==> src/rtl/phase_acc_pkg.sv <==
// Shared constants for the multi-channel NCO phase accumulator: register map,
// default widths and the channel-index width helper.
package phase_acc_pkg;

    localparam int ACC_W_DEF = 32;
    localparam int OUT_W_DEF = 12;

    localparam logic [1:0] ADDR_FREQ0  = 2'd0;
    localparam logic [1:0] ADDR_FREQ1  = 2'd1;
    localparam logic [1:0] ADDR_PHASE0 = 2'd2;
    localparam logic [1:0] ADDR_PHASE1 = 2'd3;

    // Channel select width; a single channel still gets a 1-bit select.
    function automatic int ch_w(input int nch);
        if (nch > 1) begin
            return $clog2(nch);
        end else begin
            return 1;
        end
    endfunction

endpackage

==> src/rtl/phase_acc_chan.sv <==
// One NCO channel: shadow/active profile registers, phase accumulator with
// carry-out wrap flag, and the truncate-plus-offset output stage.
module phase_acc_chan
    import phase_acc_pkg::*;
#(
    parameter int ACC_W = ACC_W_DEF,
    parameter int OUT_W = OUT_W_DEF
) (
    input  logic             i_clk,
    input  logic             i_reset,
    input  logic             i_enable,
    input  logic             i_wr_en,
    input  logic [1:0]       i_wr_addr,
    input  logic [ACC_W-1:0] i_wr_data,
    input  logic             i_commit,
    input  logic             i_freq_sel,
    input  logic             i_phase_sel,
    input  logic             i_clr,
    output logic [OUT_W-1:0] o_phase,
    output logic             o_wrap
);

    logic [ACC_W-1:0] r_sh_freq0, r_sh_freq1, r_act_freq0, r_act_freq1;
    logic [OUT_W-1:0] r_sh_phase0, r_sh_phase1, r_act_phase0, r_act_phase1;
    logic [ACC_W-1:0] w_nx_freq0, w_nx_freq1;
    logic [OUT_W-1:0] w_nx_phase0, w_nx_phase1;
    logic [ACC_W-1:0] w_freq;
    logic [OUT_W-1:0] w_phase;
    logic [ACC_W:0]   w_sum;
    logic [ACC_W-1:0] r_acc;
    logic             r_wrap;
    logic [OUT_W-1:0] r_phase;

    // Shadow contents including this cycle's write, so a same-cycle commit picks it up.
    assign w_nx_freq0  = (i_wr_en && (i_wr_addr == ADDR_FREQ0))  ? i_wr_data : r_sh_freq0;
    assign w_nx_freq1  = (i_wr_en && (i_wr_addr == ADDR_FREQ1))  ? i_wr_data : r_sh_freq1;
    assign w_nx_phase0 = (i_wr_en && (i_wr_addr == ADDR_PHASE0)) ? i_wr_data[OUT_W-1:0] : r_sh_phase0;
    assign w_nx_phase1 = (i_wr_en && (i_wr_addr == ADDR_PHASE1)) ? i_wr_data[OUT_W-1:0] : r_sh_phase1;

    assign w_freq  = i_freq_sel  ? r_act_freq1  : r_act_freq0;
    assign w_phase = i_phase_sel ? r_act_phase1 : r_act_phase0;
    assign w_sum   = {1'b0, r_acc} + {1'b0, w_freq};

    // Shadow and active profile registers.
    always_ff @(posedge i_clk) begin
        if (i_reset) begin
            r_sh_freq0   <= '0;
            r_sh_freq1   <= '0;
            r_sh_phase0  <= '0;
            r_sh_phase1  <= '0;
            r_act_freq0  <= '0;
            r_act_freq1  <= '0;
            r_act_phase0 <= '0;
            r_act_phase1 <= '0;
        end else begin
            r_sh_freq0  <= w_nx_freq0;
            r_sh_freq1  <= w_nx_freq1;
            r_sh_phase0 <= w_nx_phase0;
            r_sh_phase1 <= w_nx_phase1;
            if (i_commit) begin
                r_act_freq0  <= w_nx_freq0;
                r_act_freq1  <= w_nx_freq1;
                r_act_phase0 <= w_nx_phase0;
                r_act_phase1 <= w_nx_phase1;
            end
        end
    end

    // Stage 1: accumulator and carry-out flag.
    always_ff @(posedge i_clk) begin
        if (i_reset || i_clr) begin
            r_acc  <= '0;
            r_wrap <= 1'b0;
        end else if (i_enable) begin
            r_acc  <= w_sum[ACC_W-1:0];
            r_wrap <= w_sum[ACC_W];
        end else begin
            r_wrap <= 1'b0;
        end
    end

    // Stage 2: truncated phase plus offset; runs every cycle so offsets show while idle.
    always_ff @(posedge i_clk) begin
        if (i_reset) begin
            r_phase <= '0;
        end else begin
            r_phase <= r_acc[ACC_W-1 -: OUT_W] + w_phase;
        end
    end

    assign o_phase = r_phase;
    assign o_wrap  = r_wrap;

endmodule

==> src/rtl/phase_acc_nco.sv <==
// Multi-channel NCO phase accumulator top: write decode, commit fan-out to
// every channel and the out_valid pipeline.
module phase_acc_nco
    import phase_acc_pkg::*;
#(
    parameter int ACC_W = ACC_W_DEF,
    parameter int OUT_W = OUT_W_DEF,
    parameter int NCH   = 2,
    localparam int CH_W = ch_w(NCH)
) (
    input  logic               i_clk,
    input  logic               i_reset,
    input  logic               i_enable,
    input  logic               i_wr_en,
    input  logic [CH_W-1:0]    i_wr_chan,
    input  logic [1:0]         i_wr_addr,
    input  logic [ACC_W-1:0]   i_wr_data,
    input  logic               i_commit,
    input  logic [NCH-1:0]     i_freq_sel,
    input  logic [NCH-1:0]     i_phase_sel,
    input  logic [NCH-1:0]     i_clr,
    output logic [NCH*OUT_W-1:0] o_phase_out,
    output logic [NCH-1:0]     o_wrap,
    output logic               o_out_valid
);

    logic r_en_d;
    logic r_out_valid;

    for (genvar c = 0; c < NCH; c++) begin : g_chan
        logic w_wr_hit;
        // Out-of-range channel numbers match no instance and are dropped.
        assign w_wr_hit = i_wr_en && (i_wr_chan == CH_W'(c));

        phase_acc_chan #(
            .ACC_W (ACC_W),
            .OUT_W (OUT_W)
        ) u_chan (
            .i_clk       (i_clk),
            .i_reset     (i_reset),
            .i_enable    (i_enable),
            .i_wr_en     (w_wr_hit),
            .i_wr_addr   (i_wr_addr),
            .i_wr_data   (i_wr_data),
            .i_commit    (i_commit),
            .i_freq_sel  (i_freq_sel[c]),
            .i_phase_sel (i_phase_sel[c]),
            .i_clr       (i_clr[c]),
            .o_phase     (o_phase_out[c*OUT_W +: OUT_W]),
            .o_wrap      (o_wrap[c])
        );
    end

    // Enable follows the two-stage datapath so out_valid lines up with phase_out.
    always_ff @(posedge i_clk) begin
        if (i_reset) begin
            r_en_d      <= 1'b0;
            r_out_valid <= 1'b0;
        end else begin
            r_en_d      <= i_enable;
            r_out_valid <= r_en_d;
        end
    end

    assign o_out_valid = r_out_valid;

endmodule
==> config.mk <==
export PLATFORM = sky130hd
export DESIGN_NAME = phase_acc_nco
export DESIGN_NICKNAME = d
export VERILOG_FILES = /design/src/rtl/phase_acc_pkg.sv /design/src/rtl/phase_acc_chan.sv /design/src/rtl/phase_acc_nco.sv
export SDC_FILE = /design/constraint.sdc
export NUM_CORES = 1
export LEC_CHECK = 0
export CAP_MARGIN = 20
export CORE_MARGIN = 2
export CORE_UTILIZATION = 55
export CTS_BUF_LIST = sky130_fd_sc_hd__clkbuf_8
export CTS_CLUSTER_DIAMETER = 150
export DETAILED_ROUTE_END_ITERATION = 10
export PLACE_DENSITY = 0.73
export SETUP_SLACK_MARGIN = 0.3
export SLEW_MARGIN = 20
export SYNTH_ARGS = -nofsm -noshare
export SYNTH_HDL_FRONTEND = slang
export SYNTH_HIERARCHICAL = 1
export SYNTH_SLANG_ARGS = --single-unit
==> constraint.sdc <==
create_clock -name i_clk -period 4.1 [get_ports i_clk]
set_clock_uncertainty 0.15 [all_clocks]
set_input_delay 0.615 -clock i_clk [delete_from_list [all_inputs] [get_ports i_clk]]
set_output_delay 0.615 -clock i_clk [all_outputs]
set_load 0.05 [all_outputs]
==> out/summary.txt, run 1 <==
CTS tree -> done
most frequent cells in the layout -> nor2_1, dfxtp_1, mux2i_1
Seq/Total Area, Yosys -> 0.4417
Synth Cell Area -> 20130 um2
aggregate global routing overflow -> 0
PD cells -> 413.7 nW/um2
Final Cycle Share -> 0.8337
IO Count -> 73
Yosys reg bits -> 444
Worst path slowest cell -> clkdlybuf4s50_1
Post-Place Cells -> 2611
routed metal-1 wire length -> 22120 um
Starting Density -> 0.5537
Worst slew margin -> 0.3422
Hold Vio Cnt, Final -> 0
DR WL/cell -> 17.50 um
Comb pwr share -> 0.106
layout cell share with drive strength beyond 1 -> 0.1187
setup TNS -> 0 ns
synth unique cells -> 68
WL met3 -> 1571 um
most common cell after layout, fill and taps aside -> nor2_1
main flop type after synthesis -> dfxtp_1
root buffer cell -> clkbuf_8
Int Pwr -> 7028 uW
max layer used -> met4
DPL Wire Length -> 33030 um
fin area -> 22860 um2
die span in y -> 195.3 um
# DRC -> 0
Pins Over Slew Limit -> 0
metal2 WL -> 23300 um
ant diodes -> 0
Critical Path Max Stage Delay -> 0.51 ns
Max VDD drop -> 0.0003394 V
cts hold-fix bufs -> 0
CTS max path bufs -> 3
Post-CTS Resized -> 0
min Tclk post-route -> 3.418 ns
Layout Nets -> 2355
maximum number of pins on one net before global-route repair -> 213
vias in the first global route -> 14890
GP Congestion -> 0.9247
Final Worst Setup Slack -> 0.6818 ns
crit path DAT -> 3.79 ns
Adder-Cell Fraction of Synth Area -> 0.05744
Max-Cap Viols -> 0
non-filler cells in the finished layout -> 2742
Clock power frac -> 0.412
XOR/XNOR Fraction of Synth Area -> 0.03046
post-synthesis net count -> 2297
H-tree levels -> 3
Cells after Synth -> 2161
Async SR Flop Fraction -> 0
Post-Syn Area per Cell -> 9.313 um2
largest family of logic cells by synthesized area -> compound AO/OA/AOI/OAI gates
Placement Setup Slack -> 0.06665 ns
CP Class -> in -> reg
NetSw -> 2430 uW
WP data required -> 4.47 ns
CTS sink count -> 444
Synth top area share -> 0.4417
RSZ-0062 raised after global routing -> no
chip width -> 195.3 um
first-pass GRT wire length -> 77130 um
post-synthesis simple-gate area fraction -> 0.1347
row count -> 70
Fmax achieved -> 292.6 MHz
CTS Buf Count -> 74
GRT Util Overall -> 0.2497
# setup viols final -> 0
status -> finished clean
Layout area overhead -> 13.60%
TritonRoute pass-1 iters -> 5
cell accounting for the most synthesized area -> dfxtp_1
Core ar. -> 36350 um2
Setup Buffers After CTS -> 0
vias per cell -> 5.672
Net Sw Frac -> 0.2569
Post-Route Utilization -> 0.6290
LEAKAGE -> 0.009902 uW
type of origin of the critical path -> input port
Via Count -> 15550
HP Class -> in -> reg
worst slew pin tran -> 0.9867 ns
CP endpoint kind -> register
initial antenna violation count -> 0
complex-gate fraction of the synthesized area -> 0.1565
mux share of post-synthesis cell area -> 0.1481
synth top area cells -> dfxtp_1, mux2i_1, nor2_1
Reg power frac -> 0.482
Worst-Skew Late Latency -> 0.62 ns
initial drt markers -> 1001
CP Cell Sequence -> clkdlybuf4s50_1, buf_12, buf_12, mux2_2, ha_1, nand4_1, nor3_1, a21o_1, a211oi_1, nor4_1, o22a_1, nand4_1, a211oi_1
die area -> 38140 um2
count of buffers from port buffering -> 72
number of synthesized flops with an enable pin -> 0
post-route ant nets -> 0
dpl cell area -> 21360 um2
synth warn -> 6
CP max FO -> 16
Clk pin slew, worst setup/hold paths -> 0.06 ns
Routed WL -> 48000 um
## cell type report
class	instances	area [um2]
multi-input combinational	1556	10620
sequential	444	8889
fill	3037	13490
clock buffer	95	1308
inverter	19	71.32
timing repair buffer	124	1191
clock inverter	36	198.9
tap	468	585.6
## sequential cells by signal, summed over array words and instances (netlist names)
register and count:
o_out_valid 1, g_chan.u_chan/r_acc 64, g_chan.u_chan/r_act_phase0 24, g_chan.u_chan/r_act_freq1 64, r_en_d 1, g_chan.u_chan/r_sh_phase1 24, g_chan.u_chan/o_phase 24, g_chan.u_chan/r_sh_phase0 24
g_chan.u_chan/r_sh_freq0 64, g_chan.u_chan/r_act_freq0 64, g_chan.u_chan/o_wrap 2, g_chan.u_chan/r_act_phase1 24, g_chan.u_chan/r_sh_freq1 64
## worst paths after layout
kind | start | endpoint | slack (ns) | cells past startpoint
max | i_freq_sel[0] | g_chan[0].u_chan/o_wrap$_SDFF_PP0_ | 0.68 | 13
min | i_enable | g_chan[0].u_chan/r_acc[13]$_SDFFE_PP0P_ | 0.29 | 2
max reg2reg | g_chan[0].u_chan/r_act_phase0[0]$_SDFFE_PP0P_ | g_chan[0].u_chan/o_phase[10]$_SDFF_PP0_ | 1.06 | 11
min reg2reg | r_en_d$_SDFF_PP0_ | o_out_valid$_SDFF_PP0_ | 0.30 | 1
## synthesized netlist by cell type (3+ instances only)
| cell | number |
|---|---|
| nor2b_1 | 11 |
| and4_1 | 3 |
| a221oi_1 | 4 |
| and3_1 | 8 |
| o21bai_1 | 14 |
| xor2_1 | 31 |
| a21o_1 | 33 |
| nor4_1 | 6 |
| nor3_1 | 18 |
| or2_2 | 3 |
| o21ai_1 | 23 |
| nand4_1 | 14 |
| a211oi_1 | 192 |
| nand3_1 | 19 |
| dfxtp_1 | 444 |
| nor2_1 | 454 |
| inv_1 | 19 |
| xnor2_1 | 39 |
| o22ai_1 | 5 |
| o211ai_1 | 7 |
| nand2_1 | 85 |
| a21oi_1 | 82 |
| a31oi_1 | 8 |
| mux2i_1 | 201 |
| mux2_2 | 86 |
| nand3b_1 | 8 |
| and2_1 | 7 |
| fa_1 | 4 |
| buf_2 | 18 |
| o21a_1 | 8 |
| buf_1 | 18 |
| ha_1 | 86 |
| nand2b_1 | 4 |
| o21ai_0 | 51 |
| clkbuf_1 | 105 |
## per-stage QoR
stage	hold WS (ns)	power, uW
2_1_floorplan	0.2781	5321
3_3_place_gp	0.2902	5626
3_5_place_dp	0.2963	5647
4_1_cts	0.2510	9548
5_1_grt	0.2717	9853
6_report	0.2939	9458
## power by group through the flow
stage	Clock (uW)	Sequential (uW)	Combinational, uW
CTS	3990	4560	1000
global route	4180	4570	1100
detailed placement	0	4650	996
floorplan	0	4670	648
finish	3900	4560	1000
global placement	0	4650	978
## cell families (layout without fill, tap and decap cells)
family	count (synthesis)	in the layout
adder cells (fa/ha/maj)	90	90
AO/OA/AOI/OAI	459	459
buffers and inverters	161	274
AND/OR/NAND/NOR	650	650
multiplexers	287	287
flip-flops	444	444
XOR/XNOR	70	70
## routing by layer
metal / GRT usage / up-vias
met5: 0 / -
met4: 0.07690 / 0
met3: 0.03731 / 73
met2: 0.4241 / 261
met1: 0.3285 / 7422
li1: - / 7797
## worst max-delay path: cells and delay by family
| family | cells | cell delay [ns] |
|---|---|---|
| adder cells (fa/ha/maj) | 1 | 0.39 |
| buffers and inverters | 3 | 0.82 |
| AO/OA/AOI/OAI | 4 | 0.72 |
| multiplexers | 1 | 0.34 |
| AND/OR/NAND/NOR | 4 | 0.89 |
Power figures use the tool's default switching activity.
==> run 2: changes to the inputs <==
==> constraint.sdc (replaced) <==
create_clock -name i_clk -period 3.3 [get_ports i_clk]
set_clock_uncertainty 0.15 [all_clocks]
set_input_delay 0.495 -clock i_clk [delete_from_list [all_inputs] [get_ports i_clk]]
set_output_delay 0.495 -clock i_clk [all_outputs]
set_load 0.05 [all_outputs]
==> run 2 against run 1 <==
  * Clock power grew 19%
  * Critical path depth is the same
  * Register-to-register slack lost 0.66 ns
  * Hold slack lost 0.26 ns
  * Die area is the same
  * Via count grew 5.6%
  * Critical endpoint is now g_chan[1].u_chan/r_acc[18]$_SDFFE_PP0P_
  * Largest power group unchanged
==> out/summary.txt, run 2 (synthesis results as in run 1) <==
fin area -> 24350 um2 (was 22860 um2)
GR Layer Usage met3 -> 0.04750 (was 0.03731)
WP data required -> 3.62 ns (was 4.47 ns)
DR WL/cell -> 17.62 um (was 17.50 um)
CP Class -> in -> reg (unchanged)
Final Cycle Share -> 0.8852
DPL Wire Length -> 35590 um (was 33030 um)
status -> finished clean (unchanged)
Final Worst Setup Slack -> 0.3789 ns (was 0.6818 ns)
Layout area overhead -> 20.99% (was 13.60%)
Max-Cap Viols -> 0 (unchanged)
ant diodes -> 0 (unchanged)
crit path DAT -> 3.24 ns (was 3.79 ns)
most common cell after layout, fill and taps aside -> nor2_1 (unchanged)
aggregate global routing overflow -> 0 (unchanged)
dpl cell area -> 22820 um2 (was 21360 um2)
Int Pwr -> 8712 uW (was 7028 uW)
cts hold-fix bufs -> 0 (unchanged)
maximum number of pins on one net before global-route repair -> 226 (was 213)
Pwr Total -> 11720 uW (was 9458 uW)
row count -> 70 (unchanged)
PD cells -> 481.4 nW/um2 (was 413.7 nW/um2)
Comb pwr share -> 0.120 (was 0.106)
CTS tree -> done (unchanged)
multi-input logic area -> 10810 um2 (was 10620 um2)
Worst slew margin -> 0.3315 (was 0.3422)
CP max FO -> 7 (was 16)
Max VDD drop -> 0.0003915 V (was 0.0003394 V)
Via Count -> 16420 (was 15550)
root buffer cell -> clkbuf_8 (unchanged)
Filler cells -> 2936 (was 3037)
# DRC -> 0 (unchanged)
Fmax achieved -> 342.3 MHz
CTS sink count -> 444 (unchanged)
count of buffers from port buffering -> 72 (unchanged)
Routed WL -> 51250 um (was 48000 um)
Net Sw Frac -> 0.2568 (was 0.2569)
area taken by flip-flops and latches -> 8889 um2 (unchanged)
worst slew pin tran -> 1.003 ns (was 0.9867 ns)
TritonRoute pass-1 iters -> 5 (unchanged)
H-tree levels -> 3 (unchanged)
CTS Buf Count -> 74 (unchanged)
RSZ-0062 raised after global routing -> no (unchanged)
initial drt markers -> 834 (was 1001)
initial antenna violation count -> 0 (unchanged)
Clock power frac -> 0.397 (was 0.412)
Starting Density -> 0.5537 (unchanged)
vias in the first global route -> 16390 (was 14890)
HP Class -> in -> reg (unchanged)
GP Congestion -> 0.9130 (was 0.9247)
Pins Over Slew Limit -> 0 (unchanged)
type of origin of the critical path -> input port (unchanged)
CTS max path bufs -> 3 (unchanged)
setup TNS -> 0 ns (unchanged)
most frequent cells in the layout -> nor2_1, dfxtp_1, buf_4 (was nor2_1, dfxtp_1, mux2i_1)
met1 usage -> 0.3604 (was 0.3285)
CP endpoint kind -> register (unchanged)
Placement Setup Slack -> -0.6228 ns (was 0.06665 ns)
first-pass GRT wire length -> 83500 um (was 77130 um)
Clk pin slew, worst setup/hold paths -> 0.06 ns (about the same)
Layout Nets -> 2529 (was 2355)
IO Count -> 73 (unchanged)
vias per cell -> 5.646 (was 5.672)
die area -> 38140 um2 (unchanged)
NetSw -> 3010 uW (was 2430 uW)
# setup viols final -> 0 (unchanged)
min Tclk post-route -> 2.921 ns
layout cell share with drive strength beyond 1 -> 0.1902 (was 0.1187)
Worst-Skew Late Latency -> 0.60 ns (was 0.62 ns)
die span in y -> 195.3 um (unchanged)
LEAKAGE -> 0.01079 uW (was 0.009902 uW)
GRT Util Overall -> 0.2706 (was 0.2497)
post-route ant nets -> 0 (unchanged)
Core ar. -> 36350 um2 (unchanged)
GR Layer Usage met2 -> 0.4392 (was 0.4241)
Post-Route Utilization -> 0.6699 (was 0.6290)
Hold Vio Cnt, Final -> 0 (unchanged)
chip width -> 195.3 um (unchanged)
Reg power frac -> 0.483 (was 0.482)
Most Crowded Layer GR -> met2 (unchanged)
[run 2: changes by cell type in the layout (fill, tap and decap cells not counted), sizes merged]
cell / previous run / this run
buf: 55 / 228
clkbuf: 95 / 88
inv: 42 / 46
clkinv: 8 / 5
clkdlybuf4s50: 69 / 67
clkinvlp: 4 / 2
bufbuf: 0 / 1
bufinv: 1 / 2
dlygate4sd2: 0 / 1
[run 2: critical path, cell delays in order]
cell	delay, ns
dlygate4sd2_1	0.26
buf_12	0.14
mux2_4	0.31
ha_4	0.16
fa_2	0.34
a21o_1	0.23
a221oi_4	0.30
o21ai_4	0.11
buf_4	0.15
a211oi_4	0.32
buf_4	0.18
xor2_1	0.16
o21ai_1	0.07
[run 2: per-stage QoR]
stage | instances | hold WS (ns)
after global placement | 2780 | 0.2834
after detailed placement | 2780 | 0.2931
after global routing | 2908 | 0.01495
after CTS | 2906 | 0.003973
after floorplan | 2161 | 0.2781
final | 2908 | 0.02931
[run 2: repair_timing]
action / 4_1_cts / 5_1_grt
gates cloned: 1 / 0
resized for setup: 9 / 17
pin swaps: 6 / 9
setup endpoints to repair: 25 / 20
setup buffers: 2 / 2
hold endpoints to repair: 0 / 0
[run 2: final timing paths]
check	depth (start not counted)	slack (ns)	startpoint	end
min	2	0.03	i_reset	g_chan[0].u_chan/r_sh_freq1[30]$_SDFF_PP0_
max	13	0.38	i_freq_sel[1]	g_chan[1].u_chan/r_acc[18]$_SDFFE_PP0P_
min reg2reg	2	0.30	g_chan[1].u_chan/r_acc[14]$_SDFFE_PP0P_	g_chan[1].u_chan/r_acc[14]$_SDFFE_PP0P_
max reg2reg	11	0.40	g_chan[1].u_chan/r_act_freq0[0]$_SDFFE_PP0P_	g_chan[1].u_chan/r_acc[18]$_SDFFE_PP0P_
[run 2: per-layer routing]
| layer | vias to the layer above | part of all wire |
|---|---|---|
| met5 | - | 0 |
| li1 | 8127 | - |
| met4 | 0 | 0.032 |
| met1 | 7789 | 0.46 |
| met3 | 117 | 0.051 |
| met2 | 385 | 0.45 |
[run 2: cell type report]
cell class                      instances  share of cell area
Clock buffer                           87             0.04917
Clock inverter                         36            0.008478
Inverter                               19            0.002929
Multi-Input combinational cell       1556              0.4439
Sequential cell                       444              0.3650
Tap cell                              468             0.02405
Timing Repair Buffer                  298              0.1064
[run 2: power by group through the flow]
stage | Clock (uW) | Combinational [uW] | Sequential, uW
4_1_cts | 4760 | 1400 | 5670
2_1_floorplan | 0 | 825 | 5810
3_5_place_dp | 0 | 1380 | 5780
3_3_place_gp | 0 | 1350 | 5770
6_report | 4650 | 1410 | 5670
5_1_grt | 4980 | 1530 | 5680
